**config.mk**
```make
export PLATFORM = sky130hd
export DESIGN_NAME = crc_req_arbiter_flat
export DESIGN_NICKNAME = d
export VERILOG_FILES = /design/src/rtl/crc_pkg.sv /design/src/rtl/crc_req_arbiter_if.sv /design/src/rtl/crc8_step_comb.sv /design/src/rtl/crc_req_arbiter.sv /design/src/flat_wrapper.sv
export SDC_FILE = /design/constraint.sdc
export NUM_CORES = 1
export LEC_CHECK = 0
export BUFFER_PORTS_ARGS = -buffer_cell sky130_fd_sc_hd__buf_2
export CAP_MARGIN = 20
export CORE_MARGIN = 2
export CORE_UTILIZATION = 54
export CTS_BUF_LIST = sky130_fd_sc_hd__clkbuf_8
export DETAILED_ROUTE_END_ITERATION = 6
export GPL_ROUTABILITY_DRIVEN = 0
export GPL_TIMING_DRIVEN = 0
export PLACE_DENSITY = 0.83
export RECOVER_POWER = 100
export SLEW_MARGIN = 30
export SYNTH_ARGS = -nofsm -noshare
export SYNTH_HDL_FRONTEND = slang
export SYNTH_HIERARCHICAL = 1
export SYNTH_SLANG_ARGS = --single-unit
```
**constraint.sdc**
```tcl
create_clock -name clk -period 4.1 [get_ports clk]
set_clock_uncertainty 0.15 [all_clocks]
set_input_delay 0.41 -clock clk [delete_from_list [all_inputs] [get_ports clk]]
set_output_delay 0.41 -clock clk [all_outputs]
set_load 0.05 [all_outputs]
```
**src/rtl/crc_pkg.sv**
```systemverilog
// Shared CRC-8 definitions: polynomial, arbiter FSM states and the
// byte-wide parallel next-CRC function (poly 0x07, MSB first, no reflection).
package crc_pkg;

    localparam logic [7:0] CRC8_POLY = 8'h07;

    typedef enum logic [1:0] {
        IDLE   = 2'd0,
        STREAM = 2'd1,
        RESULT = 2'd2
    } state_e;

    // Advance the CRC register by one data byte, MSB first.
    function automatic logic [7:0] crc8_step(input logic [7:0] crc, input logic [7:0] data);
        logic [7:0] c;
        c = crc ^ data;
        for (int b = 0; b < 8; b++) begin
            c = c[7] ? ((c << 1) ^ CRC8_POLY) : (c << 1);
        end
        return c;
    endfunction

endpackage

```
**src/rtl/crc_req_arbiter_if.sv**
```systemverilog
// Requester byte streams plus the single result port of the CRC arbiter.
// slave = the arbiter, master = the sources/consumer side.
interface crc_req_arbiter_if #(
    parameter int NUM_REQ = 4,
    parameter int DATA_W  = 8
);
    localparam int ID_W = $clog2(NUM_REQ);

    logic [NUM_REQ-1:0]        req_valid;
    logic [NUM_REQ*DATA_W-1:0] req_data;
    logic [NUM_REQ-1:0]        req_last;
    logic [NUM_REQ-1:0]        req_ready;
    logic                      res_valid;
    logic                      res_ready;
    logic [7:0]                res_crc;
    logic [ID_W-1:0]           res_id;
    logic                      res_err;

    modport slave (
        input  req_valid, req_data, req_last, res_ready,
        output req_ready, res_valid, res_crc, res_id, res_err
    );

    modport master (
        output req_valid, req_data, req_last, res_ready,
        input  req_ready, res_valid, res_crc, res_id, res_err
    );

endinterface

```
**src/rtl/crc8_step_comb.sv**
```systemverilog
// Combinational one-byte CRC-8 update; kept as its own module so the same
// datapath can be reused by the standalone parallel CRC block.
module crc8_step_comb
    import crc_pkg::*;
(
    input  logic [7:0] crc_in,
    input  logic [7:0] data_in,
    output logic [7:0] crc_out
);

    assign crc_out = crc8_step(crc_in, data_in);

endmodule

```
**src/rtl/crc_req_arbiter.sv**
```systemverilog
// Round-robin frame arbiter in front of one CRC-8 datapath. A requester is
// granted for a whole frame; the frame CRC, owner id and timeout flag are
// presented on a valid/ready result port. All outputs come from flops.
module crc_req_arbiter
    import crc_pkg::*;
#(
    parameter int         NUM_REQ  = 4,
    parameter int         DATA_W   = 8,
    parameter logic [7:0] CRC_INIT = 8'h00,
    parameter int         TIMEOUT  = 16
)
(
    input  logic               clk,
    input  logic               rst_n,
    crc_req_arbiter_if.slave   bus,
    output logic               busy
);

    localparam int ID_W  = $clog2(NUM_REQ);
    localparam int IDX_W = ID_W + 1;
    localparam int CNT_W = $clog2(TIMEOUT);
    localparam logic [CNT_W-1:0] CNT_LAST = CNT_W'(TIMEOUT - 1);

    state_e             state_q, state_d;
    logic [ID_W-1:0]    grant_q, grant_d;
    logic [ID_W-1:0]    rr_ptr_q, rr_ptr_d;
    logic [7:0]         crc_q, crc_d;
    logic [CNT_W-1:0]   idle_cnt_q, idle_cnt_d;
    logic [NUM_REQ-1:0] ready_q, ready_d;
    logic               res_valid_q, res_valid_d;
    logic [7:0]         res_crc_q, res_crc_d;
    logic [ID_W-1:0]    res_id_q, res_id_d;
    logic               res_err_q, res_err_d;
    logic               busy_q, busy_d;

    logic [DATA_W-1:0]  data_arr [NUM_REQ];
    logic [7:0]         crc_nxt;
    logic               accept;
    logic               last_sel;
    logic               pick_found;
    logic [ID_W-1:0]    pick_id;
    logic [IDX_W-1:0]   idx_w;
    logic [ID_W-1:0]    rr_after_grant;

    // Split the flat data bus into one lane per requester.
    for (genvar gi = 0; gi < NUM_REQ; gi++) begin : g_lane
        assign data_arr[gi] = bus.req_data[gi*DATA_W +: DATA_W];
    end

    crc8_step_comb u_crc (
        .crc_in  (crc_q),
        .data_in (data_arr[grant_q]),
        .crc_out (crc_nxt)
    );

    // ready_q is one-hot on the granted lane, so only that lane can accept.
    assign accept         = bus.req_valid[grant_q] & ready_q[grant_q];
    assign last_sel       = bus.req_last[grant_q];
    assign rr_after_grant = (grant_q == ID_W'(NUM_REQ - 1)) ? '0 : grant_q + 1'b1;

    // Round-robin search: first valid requester at or after rr_ptr, wrapping.
    always_comb begin
        pick_found = 1'b0;
        pick_id    = '0;
        idx_w      = '0;
        for (int i = 0; i < NUM_REQ; i++) begin
            idx_w = {1'b0, rr_ptr_q} + IDX_W'(i);
            if (idx_w >= IDX_W'(NUM_REQ)) begin
                idx_w = idx_w - IDX_W'(NUM_REQ);
            end
            if (!pick_found && bus.req_valid[idx_w[ID_W-1:0]]) begin
                pick_found = 1'b1;
                pick_id    = idx_w[ID_W-1:0];
            end
        end
    end

    // Next-state and next-output logic of the grant/stream/result FSM.
    always_comb begin
        state_d     = state_q;
        grant_d     = grant_q;
        rr_ptr_d    = rr_ptr_q;
        crc_d       = crc_q;
        idle_cnt_d  = idle_cnt_q;
        ready_d     = ready_q;
        res_valid_d = res_valid_q;
        res_crc_d   = res_crc_q;
        res_id_d    = res_id_q;
        res_err_d   = res_err_q;
        busy_d      = busy_q;
        case (state_q)
            IDLE: begin
                if (pick_found) begin
                    grant_d    = pick_id;
                    crc_d      = CRC_INIT;
                    idle_cnt_d = '0;
                    ready_d    = NUM_REQ'(1) << pick_id;
                    busy_d     = 1'b1;
                    state_d    = STREAM;
                end
            end
            STREAM: begin
                if (accept) begin
                    crc_d      = crc_nxt;
                    idle_cnt_d = '0;
                    if (last_sel) begin
                        ready_d     = '0;
                        res_valid_d = 1'b1;
                        res_crc_d   = crc_nxt;
                        res_id_d    = grant_q;
                        res_err_d   = 1'b0;
                        state_d     = RESULT;
                    end
                end else if (idle_cnt_q == CNT_LAST) begin
                    // Source went quiet too long: close the frame with what we have.
                    ready_d     = '0;
                    res_valid_d = 1'b1;
                    res_crc_d   = crc_q;
                    res_id_d    = grant_q;
                    res_err_d   = 1'b1;
                    state_d     = RESULT;
                end else begin
                    idle_cnt_d = idle_cnt_q + 1'b1;
                end
            end
            RESULT: begin
                if (bus.res_ready) begin
                    res_valid_d = 1'b0;
                    rr_ptr_d    = rr_after_grant;
                    busy_d      = 1'b0;
                    state_d     = IDLE;
                end
            end
            default: begin
                state_d = IDLE;
            end
        endcase
    end

    // State and output registers; reset discards any frame in flight.
    always_ff @(posedge clk or negedge rst_n) begin
        if (!rst_n) begin
            state_q     <= IDLE;
            grant_q     <= '0;
            rr_ptr_q    <= '0;
            crc_q       <= CRC_INIT;
            idle_cnt_q  <= '0;
            ready_q     <= '0;
            res_valid_q <= 1'b0;
            res_crc_q   <= 8'h00;
            res_id_q    <= '0;
            res_err_q   <= 1'b0;
            busy_q      <= 1'b0;
        end else begin
            state_q     <= state_d;
            grant_q     <= grant_d;
            rr_ptr_q    <= rr_ptr_d;
            crc_q       <= crc_d;
            idle_cnt_q  <= idle_cnt_d;
            ready_q     <= ready_d;
            res_valid_q <= res_valid_d;
            res_crc_q   <= res_crc_d;
            res_id_q    <= res_id_d;
            res_err_q   <= res_err_d;
            busy_q      <= busy_d;
        end
    end

    assign bus.req_ready = ready_q;
    assign bus.res_valid = res_valid_q;
    assign bus.res_crc   = res_crc_q;
    assign bus.res_id    = res_id_q;
    assign bus.res_err   = res_err_q;
    assign busy          = busy_q;

endmodule

```
**src/flat_wrapper.sv**
```systemverilog
// flat-port wrapper written by rule: the top's interface ports become plain ports
module crc_req_arbiter_flat import crc_pkg::*;
#(
    parameter int         NUM_REQ  = 4,
    parameter int         DATA_W   = 8,
    parameter logic [7:0] CRC_INIT = 8'h00,
    parameter int         TIMEOUT  = 16
)
  (clk, rst_n, busy, bus_req_valid, bus_req_data, bus_req_last, bus_res_ready, bus_req_ready, bus_res_valid, bus_res_crc, bus_res_id, bus_res_err);
  crc_req_arbiter_if #(.NUM_REQ(NUM_REQ), .DATA_W(DATA_W)) bus_i ();
  input  logic clk;
  input  logic rst_n;
  output logic busy;
  input wire logic [$bits(bus_i.req_valid)-1:0] bus_req_valid;
  input wire logic [$bits(bus_i.req_data)-1:0] bus_req_data;
  input wire logic [$bits(bus_i.req_last)-1:0] bus_req_last;
  input wire logic [$bits(bus_i.res_ready)-1:0] bus_res_ready;
  output wire logic [$bits(bus_i.req_ready)-1:0] bus_req_ready;
  output wire logic [$bits(bus_i.res_valid)-1:0] bus_res_valid;
  output wire logic [$bits(bus_i.res_crc)-1:0] bus_res_crc;
  output wire logic [$bits(bus_i.res_id)-1:0] bus_res_id;
  output wire logic [$bits(bus_i.res_err)-1:0] bus_res_err;
  assign bus_i.req_valid = bus_req_valid;
  assign bus_i.req_data = bus_req_data;
  assign bus_i.req_last = bus_req_last;
  assign bus_i.res_ready = bus_res_ready;
  assign bus_req_ready = bus_i.req_ready;
  assign bus_res_valid = bus_i.res_valid;
  assign bus_res_crc = bus_i.res_crc;
  assign bus_res_id = bus_i.res_id;
  assign bus_res_err = bus_i.res_err;
  crc_req_arbiter #(.NUM_REQ(NUM_REQ), .DATA_W(DATA_W), .CRC_INIT(CRC_INIT), .TIMEOUT(TIMEOUT)) u_core (.clk(clk), .rst_n(rst_n), .bus(bus_i), .busy(busy));
endmodule
```
==> summary.md <==
| Metric | Value |
|---|---|
| Die area | `4380 sq um` |
| Crit path DAT | `3510 ps` |
| Clock buffer depth | `2` |
| Die W | `66.2 um` |
| Yosys cell types | `44` |
| Fmax | `0.291 GHz` |
| Layout cell share with drive strength beyond 1 | `22.3%` |
| Total power draw | `2.49 mW` |
| Most common cell after layout, fill and taps aside | `buf_2` |
| Post-DP HPWL | `3530 um` |
| PostCTS Resize Cnt | `0` |
| Gr ovfl total | `0` |
| GR Util All Layers | `23.3%` |
| Peak VDD IR | `629 uV` |
| Most frequent cells in the layout | `buf_2, dfrtp_1, nand2_1, clkbuf_1, xnor2_1` |
| Cts hold-fix bufs | `0` |
| Synthesized area per cell | `10.8 sq um` |
| Sink Count | `35` |
| Syn Inst Count | `193` |
| Starting Density | `56.6%` |
| Power Density | `1010 nW/um^2` |
| Hold Slack | `316 ps` |
| Fin crit period | `3440 ps` |
| Antenna diode count | `0` |
| Cell area after synthesis | `2090 sq um` |
| Endpoints failing setup | `0` |
| CTS buffer count | `5` |
| FF+latch count, synth | `35` |
| Via count | `1744` |
| Worst Tran Pin Value | `1870 ps` |
| Clock Tree Root | `clkbuf_8` |
| IO Pins | `60` |
| Placed insts | `300` |
| H-Tree Depth | `2` |
| Failing checks | `max-capacitance violations, max-slew violations` |
| Pleak | `1.07 nW` |
| Total core area | `3690 sq um` |
| Number of port buffers | `59` |
| Standard-cell row count | `22` |
| Clock latency on the worst-skew pair | `290 ps` |
| Worst Path Required | `4170 ps` |
| CTS tree | `done` |
| Rel. slew slack | `-24.4%` |
| Setup TNS | `0 ps` |
| Syn_nets | `238` |
| Number of global-route vias before repair | `1583` |
| Outcome | `finished, violations left` |
| Clock-pin slew on the worst setup and hold paths | `70 ps` |
| Largest net degree at the start of global routing | `36` |
| Max-slew violation count | `36` |
| Hold WC Path Type | `input port to flop` |
| CP endpoint kind | `flop` |
| Crit Path Max Fanout | `10` |
| Final period utilization | `83.9%` |
| Iteration-0 DRC count of the detailed router | `218` |
| Post-route insts no fill | `308` |
| Startpoint Class | `flop` |
| First-pass GRT wire length | `7580 um` |
| Initial DRT Pass Iterations | `4` |
| Postcts setup bufs | `0` |
| Initial antenna violation count | `0` |
| CP Class | `flop to flop` |
| Chip height | `66.2 um` |
| RSZ-0062 raised after global routing | `false` |
| WL final | `4770 um` |
| Max-cap violations | `1` |
| Avg WL per Cell | `15.5 um` |
| Post-route ant nets | `0` |
| Synthesis Warnings | `6` |
| Final hold viol count | `0` |
| Area grow syn2layout | `18.5%` |
| Vias/cell | `5.66` |
| # DRC | `0` |
| Net count, final | `304` |
| Sequential share of the synthesized area | `41.9%` |
==> metrics by stage <==
stage,worst slack (ps),area (sq um),util [%]
6_report,660,2470,67.1
2_1_floorplan,1260,2090,-
3_5_place_dp,878,2440,66.2
4_1_cts,848,2540,69.0
5_1_grt,429,2470,67.1
3_3_place_gp,921,2440,66.2
==> layer usage <==
| layer | track usage (%) | routed length, um | share of wire (%) |
|---|---|---|---|
| met5 | 0 | 0 | 0 |
| met4 | 7.65 | 33 | 0.69 |
| met3 | 4.94 | 267 | 5.6 |
| met2 | 37.0 | 2390 | 50 |
| met1 | 31.9 | 2080 | 44 |
==> layout make-up <==
class / count / area, sq um
inverters: 2 / 7.51
well taps: 48 / 60.1
multi-input cells: 146 / 1120
repair buffers: 59 / 272
clock buffers: 7 / 96.3
fillers: 318 / 1210
clock inverters: 1 / 3.75
flip-flops and latches: 35 / 876
plain buffers: 10 / 37.5
==> worst paths after layout <==
path | start | to | slack (ps) | depth (start not counted)
setup / recovery | u_core/grant_q[0] | u_core/bus.res_crc[1] | 660 | 8
hold / removal | bus_res_ready | u_core/bus.res_valid | 320 | 4
setup reg to reg | u_core/grant_q[0] | u_core/bus.res_crc[1] | 660 | 8
hold reg to reg | u_core/busy | u_core/busy | 340 | 2
max in group asynchronous | rst_n | u_core/bus.res_crc[0] | 2250 | 1
min in group asynchronous | rst_n | u_core/crc_q[4] | 480 | 1
==> registers in the layout, indices dropped and copies added, names as in the netlist <==
name,flops
u_core/bus.req_ready,4
u_core/bus.res_crc,8
u_core/bus.res_err,1
u_core/bus.res_id,2
u_core/bus.res_valid,1
u_core/busy,1
u_core/crc_q,8
u_core/grant_q,2
u_core/idle_cnt_q,4
u_core/rr_ptr_q,2
u_core/state_q,2
==> report_power, final <==
part | switching (mW) | leakage [nW] | total (mW) | internal [mW]
Combinational | 0.967 | 0.585 | 1.62 | 0.651
Sequential | 0.115 | 0.432 | 0.607 | 0.492
Clock | 0.119 | 0.0557 | 0.270 | 0.151
==> cells in the mapped netlist (all sizes together) <==
cell	number	share of area, %
dfrtp	35	42
nand2	31	5.6
o21ai	13	3.1
xnor2	13	5.5
o21a	10	3.6
mux4	9	9.7
o32a	8	3.8
nor2	7	1.3
buf	6	2.2
xor2	6	2.9
nand2b	5	1.5
a21oi	4	0.96
clkbuf	4	0.72
mux2	4	2.7
nand3	4	0.96
nor3	3	0.72
and2	2	0.72
ha	2	1.2
inv	2	0.36
nand4	2	0.90
nand4b	2	0.84
nor2b	2	0.60
nor4	2	0.60
o22ai	2	0.60
or2	2	0.60
xnor3	2	2.3
a21o	1	0.36
a221oi	1	0.42
a311oi	1	0.42
a31oi	1	0.30
a32oi	1	0.42
and3	1	0.30
nand4bb	1	0.54
nor3b	1	0.36
o31ai	1	0.36
o32ai	1	0.42
or3	1	0.30
==> cell families after synthesis <==
family / Yosys count / share of synthesized area, %
mux: 13 / 12.4
flops: 35 / 41.9
compound gates: 44 / 14.8
buf+inv: 12 / 3.30
fa+ha+maj: 2 / 1.20
simple gates: 66 / 15.8
xor+xnor: 21 / 10.6
==> critical path, cell delays in order (launching register included) <==
cell	delay [ps]
dfrtp_1	360
clkbuf_1	310
clkbuf_1	620
mux4_2	620
xnor2_1	300
xnor3_1	460
xnor2_1	260
o32a_1	180
o21a_1	120
Power figures use the tool's default switching activity.
